===== src/rtl/rtc_bcd_scan.sv =====
// HH:MM:SS BCD timekeeper with a clock-enable prescaler, validated time-set,
// run/pause, a 12/24-hour display path and a 6-digit multiplexed 7-segment driver.
module rtc_bcd_scan #(
   parameter int unsigned CLK_HZ   = 50000000,
   parameter int unsigned SCAN_DIV = 50000
) (
   input  logic       clk,
   input  logic       rst,
   input  logic       run,
   input  logic       mode_12h,
   input  logic       set_en,
   input  logic [7:0] set_hh,
   input  logic [7:0] set_mm,
   input  logic [7:0] set_ss,
   output logic [7:0] hh,
   output logic [7:0] mm,
   output logic [7:0] ss,
   output logic       pm,
   output logic       sec_tick,
   output logic       day_wrap,
   output logic       set_err,
   output logic [6:0] seg,
   output logic [5:0] an
);

   localparam int unsigned PW = (CLK_HZ > 1) ? $clog2(CLK_HZ) : 1;
   localparam int unsigned SW = (SCAN_DIV > 1) ? $clog2(SCAN_DIV) : 1;
   localparam logic [PW-1:0] PRE_MAX  = PW'(CLK_HZ - 1);
   localparam logic [SW-1:0] SCAN_MAX = SW'(SCAN_DIV - 1);

   logic [7:0]    r_hh, r_mm, r_ss;
   logic          r_pm, r_sec_tick, r_day_wrap, r_set_err;
   logic [PW-1:0] r_pre;
   logic [SW-1:0] r_scan;
   logic [2:0]    r_dig;
   logic [6:0]    r_seg;
   logic [5:0]    r_an;

   logic [7:0]    w_hh_nxt, w_mm_nxt, w_ss_nxt;
   logic [PW-1:0] w_pre_nxt;
   logic [SW-1:0] w_scan_nxt;
   logic [2:0]    w_dig_nxt;
   logic          w_tick, w_set_ok, w_sec_tick_nxt, w_day_wrap_nxt, w_set_err_nxt;
   logic          w_ss_top, w_mm_top, w_hh_top;
   logic [4:0]    w_hbin, w_h12bin;
   logic          w_h12_tens;
   logic [3:0]    w_h12_units, w_dh_tens, w_dh_units, w_digit;
   logic [6:0]    w_seg_nxt;
   logic [5:0]    w_an_nxt;

   // BCD increment that rolls to 00 after the given top value
   function automatic logic [7:0] bcd_inc(input logic [7:0] v, input logic [7:0] top);
      if (v == top)
         return 8'h00;
      else if (v[3:0] == 4'd9)
         return {v[7:4] + 4'd1, 4'd0};
      else
         return {v[7:4], v[3:0] + 4'd1};
   endfunction

   function automatic logic nib_ok(input logic [7:0] v);
      return (v[7:4] <= 4'd9) && (v[3:0] <= 4'd9);
   endfunction

   function automatic logic [6:0] seg7(input logic [3:0] d);
      case (d)
         4'd0:    return 7'b1000000;
         4'd1:    return 7'b1111001;
         4'd2:    return 7'b0100100;
         4'd3:    return 7'b0110000;
         4'd4:    return 7'b0011001;
         4'd5:    return 7'b0010010;
         4'd6:    return 7'b0000010;
         4'd7:    return 7'b1111000;
         4'd8:    return 7'b0000000;
         4'd9:    return 7'b0010000;
         default: return 7'b1111111;
      endcase
   endfunction

   // Timekeeping next state: a valid set beats a coincident tick
   always_comb begin
      w_hh_nxt       = r_hh;
      w_mm_nxt       = r_mm;
      w_ss_nxt       = r_ss;
      w_pre_nxt      = r_pre;
      w_sec_tick_nxt = 1'b0;
      w_day_wrap_nxt = 1'b0;
      w_set_err_nxt  = 1'b0;

      w_tick   = run && (r_pre == PRE_MAX);
      w_ss_top = (r_ss == 8'h59);
      w_mm_top = (r_mm == 8'h59);
      w_hh_top = (r_hh == 8'h23);
      w_set_ok = set_en && nib_ok(set_hh) && nib_ok(set_mm) && nib_ok(set_ss) &&
                 (set_ss <= 8'h59) && (set_mm <= 8'h59) && (set_hh <= 8'h23);

      if (set_en && !w_set_ok)
         w_set_err_nxt = 1'b1;

      if (w_set_ok) begin
         w_hh_nxt  = set_hh;
         w_mm_nxt  = set_mm;
         w_ss_nxt  = set_ss;
         w_pre_nxt = '0;
      end else begin
         if (run)
            w_pre_nxt = w_tick ? '0 : r_pre + PW'(1);
         if (w_tick) begin
            w_sec_tick_nxt = 1'b1;
            w_day_wrap_nxt = w_ss_top && w_mm_top && w_hh_top;
            w_ss_nxt       = bcd_inc(r_ss, 8'h59);
            if (w_ss_top)
               w_mm_nxt = bcd_inc(r_mm, 8'h59);
            if (w_ss_top && w_mm_top)
               w_hh_nxt = bcd_inc(r_hh, 8'h23);
         end
      end
   end

   // Display path: 12-hour conversion, digit select, blanking and scan counters
   always_comb begin
      w_hbin   = 5'(r_hh[7:4]) * 5'd10 + 5'(r_hh[3:0]);
      w_h12bin = w_hbin;
      if (w_hbin == 5'd0)
         w_h12bin = 5'd12;
      else if (w_hbin > 5'd12)
         w_h12bin = w_hbin - 5'd12;
      w_h12_tens  = (w_h12bin >= 5'd10);
      w_h12_units = 4'(w_h12bin - (w_h12_tens ? 5'd10 : 5'd0));
      w_dh_tens   = mode_12h ? {3'b000, w_h12_tens} : r_hh[7:4];
      w_dh_units  = mode_12h ? w_h12_units : r_hh[3:0];

      case (r_dig)
         3'd0:    w_digit = r_ss[3:0];
         3'd1:    w_digit = r_ss[7:4];
         3'd2:    w_digit = r_mm[3:0];
         3'd3:    w_digit = r_mm[7:4];
         3'd4:    w_digit = w_dh_units;
         3'd5:    w_digit = w_dh_tens;
         default: w_digit = 4'hF;
      endcase

      w_seg_nxt = seg7(w_digit);
      if (mode_12h && (r_dig == 3'd5) && (w_dh_tens == 4'd0))
         w_seg_nxt = 7'h7F;
      w_an_nxt = ~(6'(1) << r_dig);

      w_scan_nxt = r_scan + SW'(1);
      w_dig_nxt  = r_dig;
      if (r_scan == SCAN_MAX) begin
         w_scan_nxt = '0;
         w_dig_nxt  = (r_dig == 3'd5) ? 3'd0 : r_dig + 3'd1;
      end
   end

   always_ff @(posedge clk) begin
      if (rst) begin
         r_hh       <= 8'h00;
         r_mm       <= 8'h00;
         r_ss       <= 8'h00;
         r_pm       <= 1'b0;
         r_sec_tick <= 1'b0;
         r_day_wrap <= 1'b0;
         r_set_err  <= 1'b0;
         r_pre      <= '0;
         r_scan     <= '0;
         r_dig      <= 3'd0;
         r_an       <= 6'b111110;
         r_seg      <= 7'b1000000;
      end else begin
         r_hh       <= w_hh_nxt;
         r_mm       <= w_mm_nxt;
         r_ss       <= w_ss_nxt;
         r_pm       <= (w_hh_nxt >= 8'h12);
         r_sec_tick <= w_sec_tick_nxt;
         r_day_wrap <= w_day_wrap_nxt;
         r_set_err  <= w_set_err_nxt;
         r_pre      <= w_pre_nxt;
         r_scan     <= w_scan_nxt;
         r_dig      <= w_dig_nxt;
         r_an       <= w_an_nxt;
         r_seg      <= w_seg_nxt;
      end
   end

   assign hh       = r_hh;
   assign mm       = r_mm;
   assign ss       = r_ss;
   assign pm       = r_pm;
   assign sec_tick = r_sec_tick;
   assign day_wrap = r_day_wrap;
   assign set_err  = r_set_err;
   assign seg      = r_seg;
   assign an       = r_an;

endmodule

===== config.mk =====
export PLATFORM = sky130hd
export DESIGN_NAME = rtc_bcd_scan
export DESIGN_NICKNAME = d
export VERILOG_FILES = /design/src/rtl/rtc_bcd_scan.sv
export SDC_FILE = /design/constraint.sdc
export NUM_CORES = 1
export LEC_CHECK = 0
export CELL_PAD_IN_SITES_DETAIL_PLACEMENT = 0
export CELL_PAD_IN_SITES_GLOBAL_PLACEMENT = 1
export CORE_MARGIN = 1.5
export CORE_UTILIZATION = 27
export CTS_CLUSTER_DIAMETER = 100
export DETAILED_ROUTE_END_ITERATION = 10
export GPL_TIMING_DRIVEN = 0
export PLACE_DENSITY_LB_ADDON = 0.1
export SYNTH_ARGS = -nofsm -noshare
export SYNTH_HDL_FRONTEND = slang
export SYNTH_SLANG_ARGS = --single-unit

===== constraint.sdc =====
create_clock -name clk -period 7.2 [get_ports clk]
set_input_delay 1.44 -clock clk [delete_from_list [all_inputs] [get_ports clk]]
set_output_delay 1.44 -clock clk [all_outputs]
set_load 0.05 [all_outputs]

Word level (Yosys, flattened, before mapping)

Memory sizes are Yosys's and may differ from the RTL's.
Cells that the tools add are included.

Memory bits (read-only): 112
Bits of input ports: 29
Register bits after elaboration: 86
Memories: 1

Memory list:

| name            | depth | bits a word | read ports | clocked after Yosys merged registers in | wr ports | RTL line | text |
|---|---|---|---|---|---|---|---|
| (no name shown) | 16    | 7           | 1          | 0                                       | 0        | 66       | `case (d)` |

Bitwise logic cells: 2
$mul: 1
Reductions and logical operators: 30
Equality and inequality tests: 13
Magnitude comparators: 12
Multiplexer cells: 25
Shift-type cells: 1
Add/sub/neg operators: 12

Operators with widths:

| cell                                                                  | number |
|---|---|
| 8-bit 2-to-1 mux                                                      | 14 |
| 26-bit by 1-bit adder with 26-bit output, second input constant       | 1 |
| 26-bit equality test, second input constant                           | 1 |
| 26-bit 2-to-1 mux                                                     | 1 |
| 4-bit by 1-bit adder with 4-bit output, second input constant         | 6 |
| 4-bit <= comparator, second input constant                            | 6 |
| 4-bit case mux with 6 select lines                                    | 1 |
| 16-bit by 1-bit adder with 16-bit output, second input constant       | 1 |
| 16-bit equality test, second input constant                           | 1 |
| 8-bit by 7-bit equality test with 1-bit output, second input constant | 2 |
| 8-bit by 7-bit <= comparator with 1-bit output, second input constant | 2 |
| 1-bit logical AND                                                     | 15 |
| 4-bit equality test, second input constant                            | 3 |
| 4-bit 2-to-1 mux                                                      | 3 |
| 5-bit 2-to-1 mux                                                      | 2 |
| 8-bit by 6-bit equality test with 1-bit output, second input constant | 1 |
| 8-bit by 5-bit >= comparator with 1-bit output, second input constant | 1 |
| 8-bit by 6-bit <= comparator with 1-bit output, second input constant | 1 |
| 3-bit by 2-bit equality test with 1-bit output, second input constant | 2 |
| 3-bit equality test, second input constant                            | 2 |
| 6-bit 2-to-1 mux                                                      | 1 |
| 6-bit NOT                                                             | 1 |
| 3-bit nonzero test                                                    | 2 |
| 2-bit OR reduction                                                    | 3 |
| 20 further kinds                                                      | 23 |

Logic depth before layout (Yosys ltp)

An unclocked memory read counts as a cell.

Depth in word-level cells: 12
Depth in mapped cells: 19
Gate-level depth less buffers: 19

Least setup slack after synthesis

No wires, ideal clock.

Path type: reg-to-reg
From: reg r_hh[4], in the netlist hh[4]
To: reg r_seg[0], in the netlist seg[0]
Data arrival time: 4.382 ns
Library setup time: 0.134 ns
Setup slack: 2.685 ns
Cell stages (with the launch flop): 20
Required time: 7.066 ns
Path buffers: 0
Cell sequence: dfxtp_1 ha_1 ha_1 xor2_1 inv_1 ha_1 nor3b_1 nor2_1 a221oi_2 nand2_1 o21ai_0 ha_1 a2111oi_0 o21ai_0 nand4_1 inv_1 ha_1 mux2_2 nor3_1 a211oi_1

Longest elaborated chain between the ends: 12
Elaborated cells on any way between the ends: 17

Ends and longest elaborated chain:

| item                                                                                                         | RTL line | text |
|---|---|---|
| start, declared                                                                                              | 31       | `logic [7:0] r_hh, r_mm, r_ss;` |
| start signal, assigned                                                                                       | 172      | `r_hh <= w_hh_nxt;` |
| 4-bit by 3-bit multiplier with 4-bit output                                                                  | 123      | `w_hbin = 5'(r_hh[7:4]) * 5'd10 + 5'(r_hh[3:0]);` |
| 5-bit by 4-bit adder with 5-bit output                                                                       | 123      |  |
| 5-bit by 4-bit subtractor with 5-bit output or 5-bit by 4-bit > comparator with 1-bit output (tied branches) | 128, 127 |  |
| 5-bit 2-to-1 mux                                                                                             | 127      | `else if (w_hbin > 5'd12)` |
| 5-bit 2-to-1 mux                                                                                             | 125      | `if (w_hbin == 5'd0)` |
| 5-bit by 4-bit >= comparator with 1-bit output                                                               | 129      | `w_h12_tens = (w_h12bin >= 5'd10);` |
| 4-bit 2-to-1 mux                                                                                             | 130      | `w_h12_units = 4'(w_h12bin - (w_h12_tens ? 5'd10 : 5'd0));` |
| 4-bit subtractor                                                                                             | 130      |  |
| 4-bit 2-to-1 mux                                                                                             | 132      | `w_dh_units = mode_12h ? w_h12_units : r_hh[3:0];` |
| 4-bit case mux with 6 select lines                                                                           | 134      | `case (r_dig)` |
| memory read 16 x 7 bit                                                                                       | --       |  |
| 6-bit 2-to-1 mux *                                                                                           | 145      | `if (mode_12h && (r_dig == 3'd5) && (w_dh_tens == 4'd0))` |
| end signal, assigned                                                                                         | 183      | `r_seg <= w_seg_nxt;` |
| end, declared                                                                                                | 36       | `logic [6:0] r_seg;` |

Mark *: on every way between the ends. The rest lies on a longest branch, timed or not.
A chain may end at the register's enable or synchronous reset.

Worst setup path in the final report

Same ends and word-level chain as after synthesis.

==> flow_metrics.py <==
metrics = {
    "run_status": {
        "status": "finished, final reports clean",
    },
    "sta": {
        "fin_crit_sh": 0.711,
        "skew_ns": 0.00831,
        "clock.fmax_mhz": 195,
        "setup_viol": 0,
        "hold_slack_ns": 0.441,
        "tightestPinTransition_ns": 0.962,
        "final-hold-violation-count": 0,
        "setup_tns_ns": 0,
        "drv_slew": 0,
        "relSlewSlack": 0.353,
        "min_period_ns": 5.12,
        "rsz0062_at_grt": "no",
    },
    "clock_tree": {
        "cts_num_sinks": 86,
        "ctsHoldBuffers": 0,
        "htree_levels": 3,
        "cts_tree": "done",
        "cts_root_buf": "clkbuf_16",
        "postCtsSetupBuffers": 0,
        "clkLatencyLatePin_ns": 0.35,
        "ctsLongestPathBuffers": 2,
        "cts_resized": 0,
        "cts_buffers": 9,
        "clk_pin_slew_ns": 0.07,
    },
    "cells_and_area": {
        "area_delta_synth_final_pct": 25.7,
        "nFillCells": 1912,
        "diodes": 0,
        "final_cells": 894,
        "fin_util": 0.344,
        "regArea_um2": 1720,
        "fin_nets": 714,
        "multi_input_comb_area_um2": 3040,
        "drive_gt1_frac": 0.0692,
    },
    "synth": {
        "synth_top_flop_cell": "dfxtp_1",
        "synth_seq_area_share": 0.351,
        "synthTopCellsByCount": "nor2_1 (93), dfxtp_1 (86), nand2_1 (37), xor2_1 (33), nand3_1 (31)",
        "synth-edff-count": 0,
        "synth_async_sr_flop_share": 0,
        "yosys_warnings": 0,
        "ys_types": 73,
        "postSynthCellCount": 581,
        "yosys.area_share.simple": 0.308,
        "synth_largest_area_cell": "dfxtp_1",
        "synth_top_family_by_area": "simple AND/OR/NAND/NOR gates",
        "synth_compound_area_frac": 0.134,
        "yosysTopAreaCellShare": 0.351,
        "syn_area_per_cell_um2": 8.44,
        "synth_seq_cells": 86,
        "synthMuxAreaShare": 0.0230,
        "ys_top_cells_by_area": "dfxtp_1 (35%), nor2_1 (7.1%), ha_1 (6.1%)",
        "syn-num-nets": 635,
        "synth_area_um2": 4900,
        "synth_adder_area_share": 0.0653,
        "yosys.area_share.xor_xnor": 0.0888,
        "yosysMostFrequentCell": "nor2_1",
    },
    "global_routing": {
        "gr-total-overflow": 0,
        "antenna_found_initial": 0,
        "grt_pass1_vias": 4443,
        "grtUsageTotal": 0.155,
        "grt_pass1_wl_mm": 22.5,
        "grt_max_degree": 16,
    },
    "setup_path": {
        "r2r_cells": 19,
        "crit_required_ns": 7.40,
        "startpoint_type": "flip-flop",
        "ff2ff_setup_slack_ns": 2.08,
        "path_max_fanout": 8,
        "reg2reg_from": "hh[4]$_SDFF_PP0_",
        "cp.arrival_ns": 5.32,
        "end_kind": "flip-flop",
        "path_class": "reg -> reg",
        "r2r_end": "seg[0]$_SDFF_PP0_",
    },
    "floorplanning": {
        "rows": 49,
        "die-height_um": 138,
        "fp.dieArea_um2": 19000,
        "io_pins": 70,
        "die_width_um": 138,
        "coreArea_um2": 17900,
        "start_util": 0.274,
    },
    "power_and_ir_drop": {
        "ir_worst_vdd_uv": 105,
        "power_density_nw_per_um2": 162,
        "leakagePower_nw": 2.22,
        "totalPowerFinal_w": 0.000999,
    },
    "detailed_routing": {
        "wl_met2_mm": 7.35,
        "vias": 4439,
        "top_layer": "met4",
        "wl_met1_mm": 6.10,
        "wl_mm": 14.0,
        "vias_per_cell": 4.97,
        "initialDrtViolationCount": 202,
        "postRouteAntennaNets": 0,
        "drc": 0,
        "dr.pass1.iters": 4,
        "met3_length_um": 474,
        "wire_per_inst_um": 15.7,
    },
    "worst_hold_path": {
        "hold_end": "r_scan[0]$_SDFF_PP0_",
        "holdCritStartpoint": "r_scan[0]$_SDFF_PP0_",
        "worstHoldPathType": "reg -> reg",
        "min_path_cells": 1,
    },
    "place": {
        "numPortBuffers": 68,
        "hpwl_mm": 10.7,
        "place.gp.congestion": 0.816,
        "place_inst": 878,
    },
    "run": {
        "maxCapViolCount": 0,
    },
}
==> placed cells by master, fill, tap and decap left out, drive strengths merged, types with 3 or more instances in the layout <==
| cell type | count |
|---|---|
| inv | 20 |
| or4 | 4 |
| nor4bb | 4 |
| nor2b | 13 |
| nand4 | 16 |
| o21a | 5 |
| nand2b | 9 |
| and3 | 13 |
| o21ai | 23 |
| a31oi | 4 |
| ha | 24 |
| clkbuf | 27 |
| a21oi | 16 |
| a22oi | 3 |
| nor3b | 5 |
| a211oi | 13 |
| nor2 | 94 |
| a221oi | 5 |
| or3 | 7 |
| and2 | 5 |
| nand3 | 31 |
| xnor2 | 14 |
| clkdlybuf4s50 | 68 |
| buf | 4 |
| or2 | 4 |
| mux2i | 9 |
| nor3 | 14 |
| dfxtp | 86 |
| nand3b | 3 |
| nand2 | 38 |
| a21o | 3 |
| nor4 | 7 |
| a311oi | 3 |
| xor2 | 33 |
==> flip-flops by register name, indices dropped and copies added, names as in the netlist, 3 cells and up <==
signal / cells
an: 6
r_scan: 16
mm: 8
r_dig: 3
hh: 8
seg: 7
ss: 8
r_pre: 26
==> worst max-delay path by stage <==
stage / start / to / slack (ns) / cells after the start
floorplan: hh[4]$_SDFF_PP0_ / seg[0]$_SDFF_PP0_ / 2.68 / 19
detailed placement: hh[4]$_SDFF_PP0_ / seg[0]$_SDFF_PP0_ / 2.14 / 19
global placement: hh[4]$_SDFF_PP0_ / seg[0]$_SDFF_PP0_ / 2.24 / 19
global route: hh[4]$_SDFF_PP0_ / seg[0]$_SDFF_PP0_ / 1.78 / 19
CTS: hh[4]$_SDFF_PP0_ / seg[0]$_SDFF_PP0_ / 2.10 / 19
finish: hh[4]$_SDFF_PP0_ / seg[0]$_SDFF_PP0_ / 2.08 / 19
==> logic make-up after synthesis <==
kind of cell	count (synthesis)
adders and majority gates	25
xor gates and xnor gates	48
buffers and inverters	38
and+or+nand+nor	281
muxes	11
AOI/OAI and AO/OA	92
DFF	86
==> stage by stage <==
step | setup slack [ns] | area (um^2)
6_report | 2.08 | 6170
5_1_grt | 1.78 | 6170
4_1_cts | 2.10 | 6170
3_5_place_dp | 2.14 | 5870
3_3_place_gp | 2.24 | 5870
2_1_floorplan | 2.68 | 4900
==> area by class of cell <==
| cell class | count | share of cell area |
|---|---|---|
| timing repair buffer | 68 | 0.110 |
| multi-input combinational | 457 | 0.492 |
| buffer | 20 | 0.0130 |
| sequential | 86 | 0.279 |
| clock buffer | 11 | 0.0410 |
| clock inverter | 5 | 0.00670 |
| tap | 229 | 0.0465 |
| inverter | 18 | 0.0110 |
==> critical path, stage by stage, from the launching register on <==
cell,delay [ns]
dfxtp_1,0.54
ha_1,0.30
ha_1,0.32
xor2_1,0.18
inv_1,0.15
ha_1,0.19
nor3b_1,0.28
nor2_1,0.09
a221oi_2,0.40
nand2_1,0.18
o21ai_0,0.28
ha_1,0.28
a2111oi_0,0.56
o21ai_0,0.15
nand4_1,0.18
inv_1,0.12
ha_1,0.21
mux2_2,0.26
nor3_1,0.21
a211oi_1,0.09
==> layer usage <==
metal  global-route usage  vias to the layer above
met5                    0                        -
met1                0.179                     2124
li1                     -                     2238
met4               0.0382                        0
met3               0.0386                        8
met2                0.287                       69
==> power breakdown <==
part	leakage, nW	total, W	internal, W	switching, W
clock network	0.144	0.000465	0.000257	0.000208
registers	0.694	0.000482	0.000479	0.00000281
logic	1.38	0.0000521	0.0000238	0.0000283
total	2.22	0.000999	0.000759	0.000240
Note: power is estimated with default switching activity, not from simulation.
